--- src/rtl/trap_unit_if.sv ---
// rtl/trap_unit_if.sv - commit/CSR/redirect bundle between the pipeline and trap_unit
//
// Purpose: groups every non-clock/reset signal of trap_unit.
//   commit_*        : instruction at commit and its exception flags
//   dmem_busy       : outstanding data-memory transaction
//   *_in            : current CSR values (mstatus, mtvec, mepc, mie, mip)
//   excep_*         : one-cycle CSR exception write and mstatus read request
//   flush / stall   : pipeline control
//   redirect_*      : fetch redirect handshake
// modport slave  : the trap unit side
// modport master : the pipeline / CSR file / fetch side
interface trap_unit_if #(parameter int XLEN = 64);
  logic            commit_valid;
  logic [XLEN-1:0] commit_pc;
  logic            commit_ecall;
  logic            commit_mret;
  logic            commit_illegal;
  logic            commit_imisalign;
  logic            commit_lmisalign;
  logic            commit_smisalign;
  logic            dmem_busy;
  logic [XLEN-1:0] mstatus_in;
  logic [XLEN-1:0] mtvec_in;
  logic [XLEN-1:0] mepc_in;
  logic [XLEN-1:0] mie_in;
  logic [XLEN-1:0] mip_in;
  logic            excep_readstatus;
  logic            excep_enable;
  logic            excep_mret;
  logic [XLEN-1:0] excep_mstatus;
  logic [XLEN-1:0] excep_mcause;
  logic [XLEN-1:0] excep_mepc;
  logic            flush;
  logic            stall;
  logic            redirect_valid;
  logic [XLEN-1:0] redirect_pc;
  logic            redirect_ready;

  modport slave (
    input  commit_valid, commit_pc, commit_ecall, commit_mret, commit_illegal,
           commit_imisalign, commit_lmisalign, commit_smisalign, dmem_busy,
           mstatus_in, mtvec_in, mepc_in, mie_in, mip_in, redirect_ready,
    output excep_readstatus, excep_enable, excep_mret, excep_mstatus,
           excep_mcause, excep_mepc, flush, stall, redirect_valid, redirect_pc
  );

  modport master (
    output commit_valid, commit_pc, commit_ecall, commit_mret, commit_illegal,
           commit_imisalign, commit_lmisalign, commit_smisalign, dmem_busy,
           mstatus_in, mtvec_in, mepc_in, mie_in, mip_in, redirect_ready,
    input  excep_readstatus, excep_enable, excep_mret, excep_mstatus,
           excep_mcause, excep_mepc, flush, stall, redirect_valid, redirect_pc
  );
endinterface

--- src/rtl/trap_unit.sv ---
// rtl/trap_unit.sv - commit-stage trap controller (exceptions, interrupts, mret)
//
// Purpose: detects a trap or mret at commit, drains and flushes the pipeline,
// issues one CSR exception write, then redirects fetch.
// Ports:
//   clk     : clock
//   reset   : asynchronous, active-high reset
//   io_bus  : trap_unit_if.slave (commit inputs, CSR values, CSR write,
//             flush/stall, fetch redirect handshake)
module trap_unit #(
  parameter int XLEN              = 64,
  parameter bit MTVEC_VECTORED_EN = 1'b1
) (
  input  logic       clk,
  input  logic       reset,
  trap_unit_if.slave io_bus
);

  typedef enum logic [1:0] {IDLE, DRAIN, WRITE, REDIRECT} state_t;

  localparam logic [XLEN-1:0] IRQ_FLAG    = {1'b1, {(XLEN-1){1'b0}}};
  localparam logic [XLEN-1:0] C_MEI       = IRQ_FLAG | XLEN'(11);
  localparam logic [XLEN-1:0] C_MSI       = IRQ_FLAG | XLEN'(3);
  localparam logic [XLEN-1:0] C_MTI       = IRQ_FLAG | XLEN'(7);
  localparam logic [XLEN-1:0] C_IMISALIGN = XLEN'(0);
  localparam logic [XLEN-1:0] C_ILLEGAL   = XLEN'(2);
  localparam logic [XLEN-1:0] C_ECALL     = XLEN'(11);
  localparam logic [XLEN-1:0] C_LMISALIGN = XLEN'(4);
  localparam logic [XLEN-1:0] C_SMISALIGN = XLEN'(6);

  state_t          r_state;
  logic            r_readstatus;
  logic            r_excep_enable;
  logic            r_excep_mret;
  logic [XLEN-1:0] r_excep_mstatus;
  logic [XLEN-1:0] r_excep_mcause;
  logic [XLEN-1:0] r_excep_mepc;
  logic            r_flush;
  logic            r_stall;
  logic            r_redirect_valid;

  // Event context captured at commit.
  logic [XLEN-1:0] r_cause;
  logic [XLEN-1:0] r_pc;
  logic [XLEN-1:0] r_mstatus;
  logic            r_is_mret;

  logic [XLEN-1:0] w_pend;
  logic            w_mei, w_msi, w_mti;
  logic            w_any_exc;
  logic            w_event;
  logic            w_take_mret;
  logic [XLEN-1:0] w_cause;
  logic [XLEN-1:0] w_trap_mstatus;
  logic [XLEN-1:0] w_mret_mstatus;
  logic [XLEN-1:0] w_base;
  logic            w_vectored;
  logic [XLEN-1:0] w_trap_target;

  always_comb begin
    w_pend    = io_bus.mie_in & io_bus.mip_in;
    w_mei     = io_bus.mstatus_in[3] & w_pend[11];
    w_msi     = io_bus.mstatus_in[3] & w_pend[3];
    w_mti     = io_bus.mstatus_in[3] & w_pend[7];
    w_any_exc = io_bus.commit_ecall | io_bus.commit_illegal | io_bus.commit_imisalign |
                io_bus.commit_lmisalign | io_bus.commit_smisalign;
    w_event   = io_bus.commit_valid & (w_mei | w_msi | w_mti | w_any_exc | io_bus.commit_mret);
    // mret only stands alone; any concurrent exception or interrupt wins.
    w_take_mret = io_bus.commit_mret & ~(w_mei | w_msi | w_mti | w_any_exc);

    w_cause = '0;
    if      (w_mei)                   w_cause = C_MEI;
    else if (w_msi)                   w_cause = C_MSI;
    else if (w_mti)                   w_cause = C_MTI;
    else if (io_bus.commit_imisalign) w_cause = C_IMISALIGN;
    else if (io_bus.commit_illegal)   w_cause = C_ILLEGAL;
    else if (io_bus.commit_ecall)     w_cause = C_ECALL;
    else if (io_bus.commit_lmisalign) w_cause = C_LMISALIGN;
    else if (io_bus.commit_smisalign) w_cause = C_SMISALIGN;
  end

  always_comb begin
    w_trap_mstatus         = r_mstatus;
    w_trap_mstatus[7]      = r_mstatus[3];
    w_trap_mstatus[3]      = 1'b0;
    w_trap_mstatus[12:11]  = 2'b11;

    w_mret_mstatus         = r_mstatus;
    w_mret_mstatus[3]      = r_mstatus[7];
    w_mret_mstatus[7]      = 1'b1;
    w_mret_mstatus[12:11]  = 2'b00;
  end

  always_comb begin
    w_base        = {io_bus.mtvec_in[XLEN-1:2], 2'b00};
    w_vectored    = MTVEC_VECTORED_EN && (io_bus.mtvec_in[1:0] == 2'b01) && r_cause[XLEN-1];
    w_trap_target = w_vectored ? (w_base + XLEN'({r_cause[5:0], 2'b00})) : w_base;
  end

  always_ff @(posedge clk or posedge reset) begin
    if (reset) begin
      r_state          <= IDLE;
      r_readstatus     <= 1'b0;
      r_excep_enable   <= 1'b0;
      r_excep_mret     <= 1'b0;
      r_excep_mstatus  <= '0;
      r_excep_mcause   <= '0;
      r_excep_mepc     <= '0;
      r_flush          <= 1'b0;
      r_stall          <= 1'b0;
      r_redirect_valid <= 1'b0;
      r_cause          <= '0;
      r_pc             <= '0;
      r_mstatus        <= '0;
      r_is_mret        <= 1'b0;
    end else begin
      case (r_state)
        IDLE: begin
          r_readstatus <= 1'b1;
          if (w_event) begin
            r_cause   <= w_cause;
            r_pc      <= io_bus.commit_pc;
            r_mstatus <= io_bus.mstatus_in;
            r_is_mret <= w_take_mret;
            r_flush   <= 1'b1;
            r_stall   <= 1'b1;
            r_state   <= DRAIN;
          end
        end
        DRAIN: begin
          if (!io_bus.dmem_busy) begin
            r_flush         <= 1'b0;
            r_readstatus    <= 1'b0;
            r_excep_enable  <= 1'b1;
            r_excep_mret    <= r_is_mret;
            r_excep_mstatus <= r_is_mret ? w_mret_mstatus : w_trap_mstatus;
            r_excep_mcause  <= r_is_mret ? '0 : r_cause;
            r_excep_mepc    <= r_is_mret ? '0 : r_pc;
            r_state         <= WRITE;
          end
        end
        WRITE: begin
          r_excep_enable   <= 1'b0;
          r_excep_mret     <= 1'b0;
          r_excep_mstatus  <= '0;
          r_excep_mcause   <= '0;
          r_excep_mepc     <= '0;
          r_redirect_valid <= 1'b1;
          r_state          <= REDIRECT;
        end
        REDIRECT: begin
          if (io_bus.redirect_ready) begin
            r_redirect_valid <= 1'b0;
            r_stall          <= 1'b0;
            r_readstatus     <= 1'b1;
            r_state          <= IDLE;
          end
        end
        default: r_state <= IDLE;
      endcase
    end
  end

  assign io_bus.excep_readstatus = r_readstatus;
  assign io_bus.excep_enable     = r_excep_enable;
  assign io_bus.excep_mret       = r_excep_mret;
  assign io_bus.excep_mstatus    = r_excep_mstatus;
  assign io_bus.excep_mcause     = r_excep_mcause;
  assign io_bus.excep_mepc       = r_excep_mepc;
  assign io_bus.flush            = r_flush;
  assign io_bus.stall            = r_stall;
  assign io_bus.redirect_valid   = r_redirect_valid;
  // Target is taken from the live CSR values during REDIRECT so an mret sees
  // mepc after the CSR write has landed; CSRs are frozen while stall holds.
  assign io_bus.redirect_pc      = r_redirect_valid ? (r_is_mret ? io_bus.mepc_in : w_trap_target) : '0;

endmodule

--- src/flat_wrapper.sv ---
// flat-port wrapper written by rule: the top's interface ports become plain ports
module trap_unit_flat 
#(
  parameter int XLEN              = 64,
  parameter bit MTVEC_VECTORED_EN = 1'b1
)
  (clk, reset, io_bus_commit_valid, io_bus_commit_pc, io_bus_commit_ecall, io_bus_commit_mret, io_bus_commit_illegal, io_bus_commit_imisalign, io_bus_commit_lmisalign, io_bus_commit_smisalign, io_bus_dmem_busy, io_bus_mstatus_in, io_bus_mtvec_in, io_bus_mepc_in, io_bus_mie_in, io_bus_mip_in, io_bus_redirect_ready, io_bus_excep_readstatus, io_bus_excep_enable, io_bus_excep_mret, io_bus_excep_mstatus, io_bus_excep_mcause, io_bus_excep_mepc, io_bus_flush, io_bus_stall, io_bus_redirect_valid, io_bus_redirect_pc);
  trap_unit_if #(.XLEN(XLEN)) io_bus_i ();
  input  logic clk;
  input  logic reset;
  input wire logic [$bits(io_bus_i.commit_valid)-1:0] io_bus_commit_valid;
  input wire logic [$bits(io_bus_i.commit_pc)-1:0] io_bus_commit_pc;
  input wire logic [$bits(io_bus_i.commit_ecall)-1:0] io_bus_commit_ecall;
  input wire logic [$bits(io_bus_i.commit_mret)-1:0] io_bus_commit_mret;
  input wire logic [$bits(io_bus_i.commit_illegal)-1:0] io_bus_commit_illegal;
  input wire logic [$bits(io_bus_i.commit_imisalign)-1:0] io_bus_commit_imisalign;
  input wire logic [$bits(io_bus_i.commit_lmisalign)-1:0] io_bus_commit_lmisalign;
  input wire logic [$bits(io_bus_i.commit_smisalign)-1:0] io_bus_commit_smisalign;
  input wire logic [$bits(io_bus_i.dmem_busy)-1:0] io_bus_dmem_busy;
  input wire logic [$bits(io_bus_i.mstatus_in)-1:0] io_bus_mstatus_in;
  input wire logic [$bits(io_bus_i.mtvec_in)-1:0] io_bus_mtvec_in;
  input wire logic [$bits(io_bus_i.mepc_in)-1:0] io_bus_mepc_in;
  input wire logic [$bits(io_bus_i.mie_in)-1:0] io_bus_mie_in;
  input wire logic [$bits(io_bus_i.mip_in)-1:0] io_bus_mip_in;
  input wire logic [$bits(io_bus_i.redirect_ready)-1:0] io_bus_redirect_ready;
  output wire logic [$bits(io_bus_i.excep_readstatus)-1:0] io_bus_excep_readstatus;
  output wire logic [$bits(io_bus_i.excep_enable)-1:0] io_bus_excep_enable;
  output wire logic [$bits(io_bus_i.excep_mret)-1:0] io_bus_excep_mret;
  output wire logic [$bits(io_bus_i.excep_mstatus)-1:0] io_bus_excep_mstatus;
  output wire logic [$bits(io_bus_i.excep_mcause)-1:0] io_bus_excep_mcause;
  output wire logic [$bits(io_bus_i.excep_mepc)-1:0] io_bus_excep_mepc;
  output wire logic [$bits(io_bus_i.flush)-1:0] io_bus_flush;
  output wire logic [$bits(io_bus_i.stall)-1:0] io_bus_stall;
  output wire logic [$bits(io_bus_i.redirect_valid)-1:0] io_bus_redirect_valid;
  output wire logic [$bits(io_bus_i.redirect_pc)-1:0] io_bus_redirect_pc;
  assign io_bus_i.commit_valid = io_bus_commit_valid;
  assign io_bus_i.commit_pc = io_bus_commit_pc;
  assign io_bus_i.commit_ecall = io_bus_commit_ecall;
  assign io_bus_i.commit_mret = io_bus_commit_mret;
  assign io_bus_i.commit_illegal = io_bus_commit_illegal;
  assign io_bus_i.commit_imisalign = io_bus_commit_imisalign;
  assign io_bus_i.commit_lmisalign = io_bus_commit_lmisalign;
  assign io_bus_i.commit_smisalign = io_bus_commit_smisalign;
  assign io_bus_i.dmem_busy = io_bus_dmem_busy;
  assign io_bus_i.mstatus_in = io_bus_mstatus_in;
  assign io_bus_i.mtvec_in = io_bus_mtvec_in;
  assign io_bus_i.mepc_in = io_bus_mepc_in;
  assign io_bus_i.mie_in = io_bus_mie_in;
  assign io_bus_i.mip_in = io_bus_mip_in;
  assign io_bus_i.redirect_ready = io_bus_redirect_ready;
  assign io_bus_excep_readstatus = io_bus_i.excep_readstatus;
  assign io_bus_excep_enable = io_bus_i.excep_enable;
  assign io_bus_excep_mret = io_bus_i.excep_mret;
  assign io_bus_excep_mstatus = io_bus_i.excep_mstatus;
  assign io_bus_excep_mcause = io_bus_i.excep_mcause;
  assign io_bus_excep_mepc = io_bus_i.excep_mepc;
  assign io_bus_flush = io_bus_i.flush;
  assign io_bus_stall = io_bus_i.stall;
  assign io_bus_redirect_valid = io_bus_i.redirect_valid;
  assign io_bus_redirect_pc = io_bus_i.redirect_pc;
  trap_unit #(.XLEN(XLEN), .MTVEC_VECTORED_EN(MTVEC_VECTORED_EN)) u_core (.clk(clk), .reset(reset), .io_bus(io_bus_i));
endmodule
--- config.mk ---
export PLATFORM = sky130hd
export DESIGN_NAME = trap_unit_flat
export DESIGN_NICKNAME = d
export VERILOG_FILES = /design/src/rtl/trap_unit_if.sv /design/src/rtl/trap_unit.sv /design/src/flat_wrapper.sv
export SDC_FILE = /design/constraint.sdc
export NUM_CORES = 1
export LEC_CHECK = 0
export CAP_MARGIN = 20
export CORE_AREA = 5 5 253 255
export CTS_BUF_LIST = sky130_fd_sc_hd__clkbuf_16
export DETAILED_ROUTE_END_ITERATION = 6
export DIE_AREA = 0 0 258 260
export PLACE_DENSITY_LB_ADDON = 0.15
export SLEW_MARGIN = 20
export SYNTH_ARGS = -nofsm -noshare
export SYNTH_HDL_FRONTEND = slang
export SYNTH_SLANG_ARGS = --single-unit
--- constraint.sdc ---
create_clock -name clk -period 12.2 [get_ports clk]
set_clock_uncertainty 0.2 [all_clocks]
set_input_delay 2.44 -clock clk [delete_from_list [all_inputs] [get_ports clk]]
set_output_delay 2.44 -clock clk [all_outputs]
set_load 0.03 [all_outputs]
==> flow_metrics.tcl <==
set metrics [dict create \
    status "finished clean" \
    grt_pass1_wl_um 77900 \
    dr.max_layer_used "met5" \
    crit_top_cell "clkdlybuf4s50_1" \
    antenna_left 0 \
    rrSetupSlack_ps 9160 \
    gp_congestion 0.891 \
    timing.fmax_ghz 0.114 \
    routedWlPerCell_um 20.9 \
    critPathLaunchType "input pin" \
    setup_tns_ps 0 \
    hpwl_um 37600 \
    place_worst_setup_slack_ps 3350 \
    drv_slew 0 \
    io_buffers 473 \
    fill_cells 6308 \
    placementRows 91 \
    critPathArrivalTime_ps 6170 \
    drv_cap 0 \
    root_buffer "clkbuf_16" \
    hold_violations 0 \
    antenna_found_initial 11 \
    reg2reg_to "u_core.io_bus.excep_mepc[62]" \
    multi_input_area_mm2 0.00603 \
    met3_length_um 5860 \
    hp-start "u_core.io_bus.excep_mstatus[35]" \
    layoutNonFillerInstCount 2523 \
    setup_violations 0 \
    clkLatencyLatePin_ps 550 \
    first_global_vias 11700 \
    avgViaCountPerCell 4.55 \
    cts_setup_buffers 0 \
    syn_inst 1267 \
    synthArstFlopShare_pct 100 \
    die_area_mm2 0.0671 \
    final_nets 2109 \
    cts.sinks 272 \
    synth_enable_flop_cells 0 \
    core_area_mm2 0.0614 \
    avgSynthCellArea_um2 10.6 \
    maxSlewHeadroom_pct 22.3 \
    hp-class "reg -> reg" \
    synth_area_mm2 0.0135 \
    reg2regPathDepth 8 \
    end_kind "output port" \
    fin_ws_ps 3390 \
    slowest_delay_ps 770 \
    crit_path_max_fanout 13 \
    area_delta_synth_final_pct 47.6 \
    worst-setup-path-type "in -> out" \
    cp_top_family "buffers and inverters" \
    placed_area_mm2 0.0188 \
    numCtsBuffers 34 \
    wirelength_um 52600 \
    required_ps 9560 \
    min_period_ps 8810 \
    min_to "u_core.io_bus.excep_mstatus[35]" \
    dr.pass1.iters 4 \
    path_buf_inv 4 \
    die_x_um 258 \
    r2r_start "u_core.r_state[1]" \
    drc 0 \
    power_density_mw_per_mm2 259 \
    ys_seq_area_share_pct 50.6 \
    ys_ff_latch 272 \
    dieHeight_um 260 \
    ios 657 \
    gr-total-overflow 0 \
    htree_levels 2 \
    dr.first_iter.drc_count 503 \
    cts_tree "done" \
    wl_met2_um 24900 \
    via_count 11500 \
    drive_gt1_share_pct 11.7 \
    path_cells "clkdlybuf4s50_1 > ha_1 > inv_1 > fa_1 > nand2b_1 > a21oi_1 > buf_4 > and3_1 > a311oi_1 > nor3b_1 > clkdlybuf4s50_1" \
    p_leak_nw 8.08 \
    cts_hold_buf 0 \
    m1WireLength_um 20600 \
    rsz0062_at_grt "false" \
    worst_pin_slew_ps 1170 \
    numPlacedInstances 2457 \
    grt_usage_pct 15.0 \
    final_area_mm2 0.0199 \
    regArea_mm2 0.00681 \
    slowest_stage "clkdlybuf4s50_1" \
    irDropWorstVdd_mv 0.208 \
    clk_path_buf_depth 3 \
    whs_path_depth 2 \
    yosysWarnings 0 \
    synth_ff_type "dfrtp_1" \
    grt_max_degree 172 \
    fin_crit_sh_pct 72.2 \
    initial_utilization_pct 21.9 \
    synth.distinct_cells 59 \
    ctsResizeCount 0 \
    path_clk_slew_ps 60 \
]
-- cells in the final DEF, fill, tap and decap left out, types with 8 or more instances in the layout --
cell type / count
clkbuf_16: 34
nor2b_1: 13
conb_1: 59
nand3_1: 27
nor2_1: 33
buf_4: 10
inv_1: 23
a31oi_1: 20
dfrtp_1: 271
a21oi_1: 20
or3_1: 14
xor2_1: 12
nor3_1: 22
a22o_1: 69
a211oi_1: 15
o21ai_0: 126
a311oi_1: 19
nor4_1: 8
mux2_2: 128
nand4_1: 30
ha_1: 8
and3_1: 17
and4_1: 9
nand2b_1: 64
clkinv_1: 8
nand2_1: 100
clkdlybuf4s50_1: 473
-- worst max-delay path by stage --
stage                       start  cells after the start  slack [ps]                    endpoint
5_1_grt        io_bus_mtvec_in[2]                     11        3170      io_bus_redirect_pc[60]
3_5_place_dp   io_bus_mtvec_in[2]                     11        3350      io_bus_redirect_pc[60]
2_1_floorplan               reset                      1        2060  u_core.io_bus.excep_enable
3_3_place_gp   io_bus_mtvec_in[2]                     11        3350      io_bus_redirect_pc[60]
4_1_cts        io_bus_mtvec_in[2]                     11        3350      io_bus_redirect_pc[60]
6_report       io_bus_mtvec_in[2]                     11        3390      io_bus_redirect_pc[60]
-- layer usage --
| layer | track usage (%) | up-vias |
|---|---|---|
| met3 | 7.01 | 70 |
| met2 | 25.1 | 447 |
| met5 | 0 | - |
| met1 | 17.4 | 5602 |
| met4 | 3.63 | 14 |
| li1 | - | 5345 |
-- through the flow --
step           util (%)  hold slack, ps  power [W]
3_5_place_dp       30.6             269    0.00428
4_1_cts            32.3             282    0.00525
6_report           32.3             279    0.00513
5_1_grt            32.3             296    0.00549
2_1_floorplan         -             251    0.00318
3_3_place_gp       30.6             261    0.00424
-- report_power, final --
group	switching (W)	internal [W]	total [W]
clock network	0.000408	0.000516	0.000924
registers	0.000208	0.00132	0.00153
logic	0.00157	0.00111	0.00268
-- kinds of logic after synthesis --
logic type | after synthesis | synth area share (%)
adders and majority gates | 10 | 0.986
xor gates and xnor gates | 19 | 1.24
buffers and inverters | 162 | 6.33
muxes | 133 | 11.1
AOI/OAI and AO/OA | 295 | 14.4
and+or+nand+nor | 375 | 15.3
DFF | 272 | 50.6
other | 1 | 0.0279
-- flip-flops by register name, indices dropped and copies added, names as in the netlist --
name	count
u_core.io_bus.excep_mstatus	63
u_core.io_bus.stall	1
u_core.io_bus.excep_enable	1
u_core.r_mstatus	62
u_core.r_cause	5
u_core.io_bus.excep_mepc	64
u_core.r_state	2
u_core.io_bus.excep_mcause	5
u_core.io_bus.excep_readstatus	1
u_core.r_is_mret	1
u_core.io_bus.flush	1
u_core.io_bus.redirect_valid	1
u_core.io_bus.excep_mret	1
u_core.r_pc	64
-- Yosys cell counts (all sizes together), types with 17 or more instances --
master	count	area (µm²)
dfrtp	272	6810
mux2	128	1440
o21ai	127	636
nand2	100	375
buf	80	544
a22o	69	604
clkbuf	64	240
nand2b	64	400
nor2	33	124
nand4	31	200
nand3	27	135
nor3	23	115
a21oi	20	100
a31oi	20	125
a311oi	19	166
and3	17	106
inv	17	63.8
-- worst reg2reg max path, cell delays in order, from the launching register on --
cell and delay, ps:
dfrtp_1 380, inv_1 90, ha_1 250, nand2_1 150
o21ai_4 90, buf_12 190, nor3_2 530, buf_4 710
a22o_1 380
-- final cells by class --
class                   instances  area share, %
flip-flops and latches        272           34.3
multi-input cells             891           30.4
repair buffers                487           24.7
well taps                     790           4.98
clock buffers                  34           4.29
clock inverters                25          0.933
inverters                      18          0.378
diodes                          6         0.0756
Note: power is estimated with default switching activity, not from simulation.
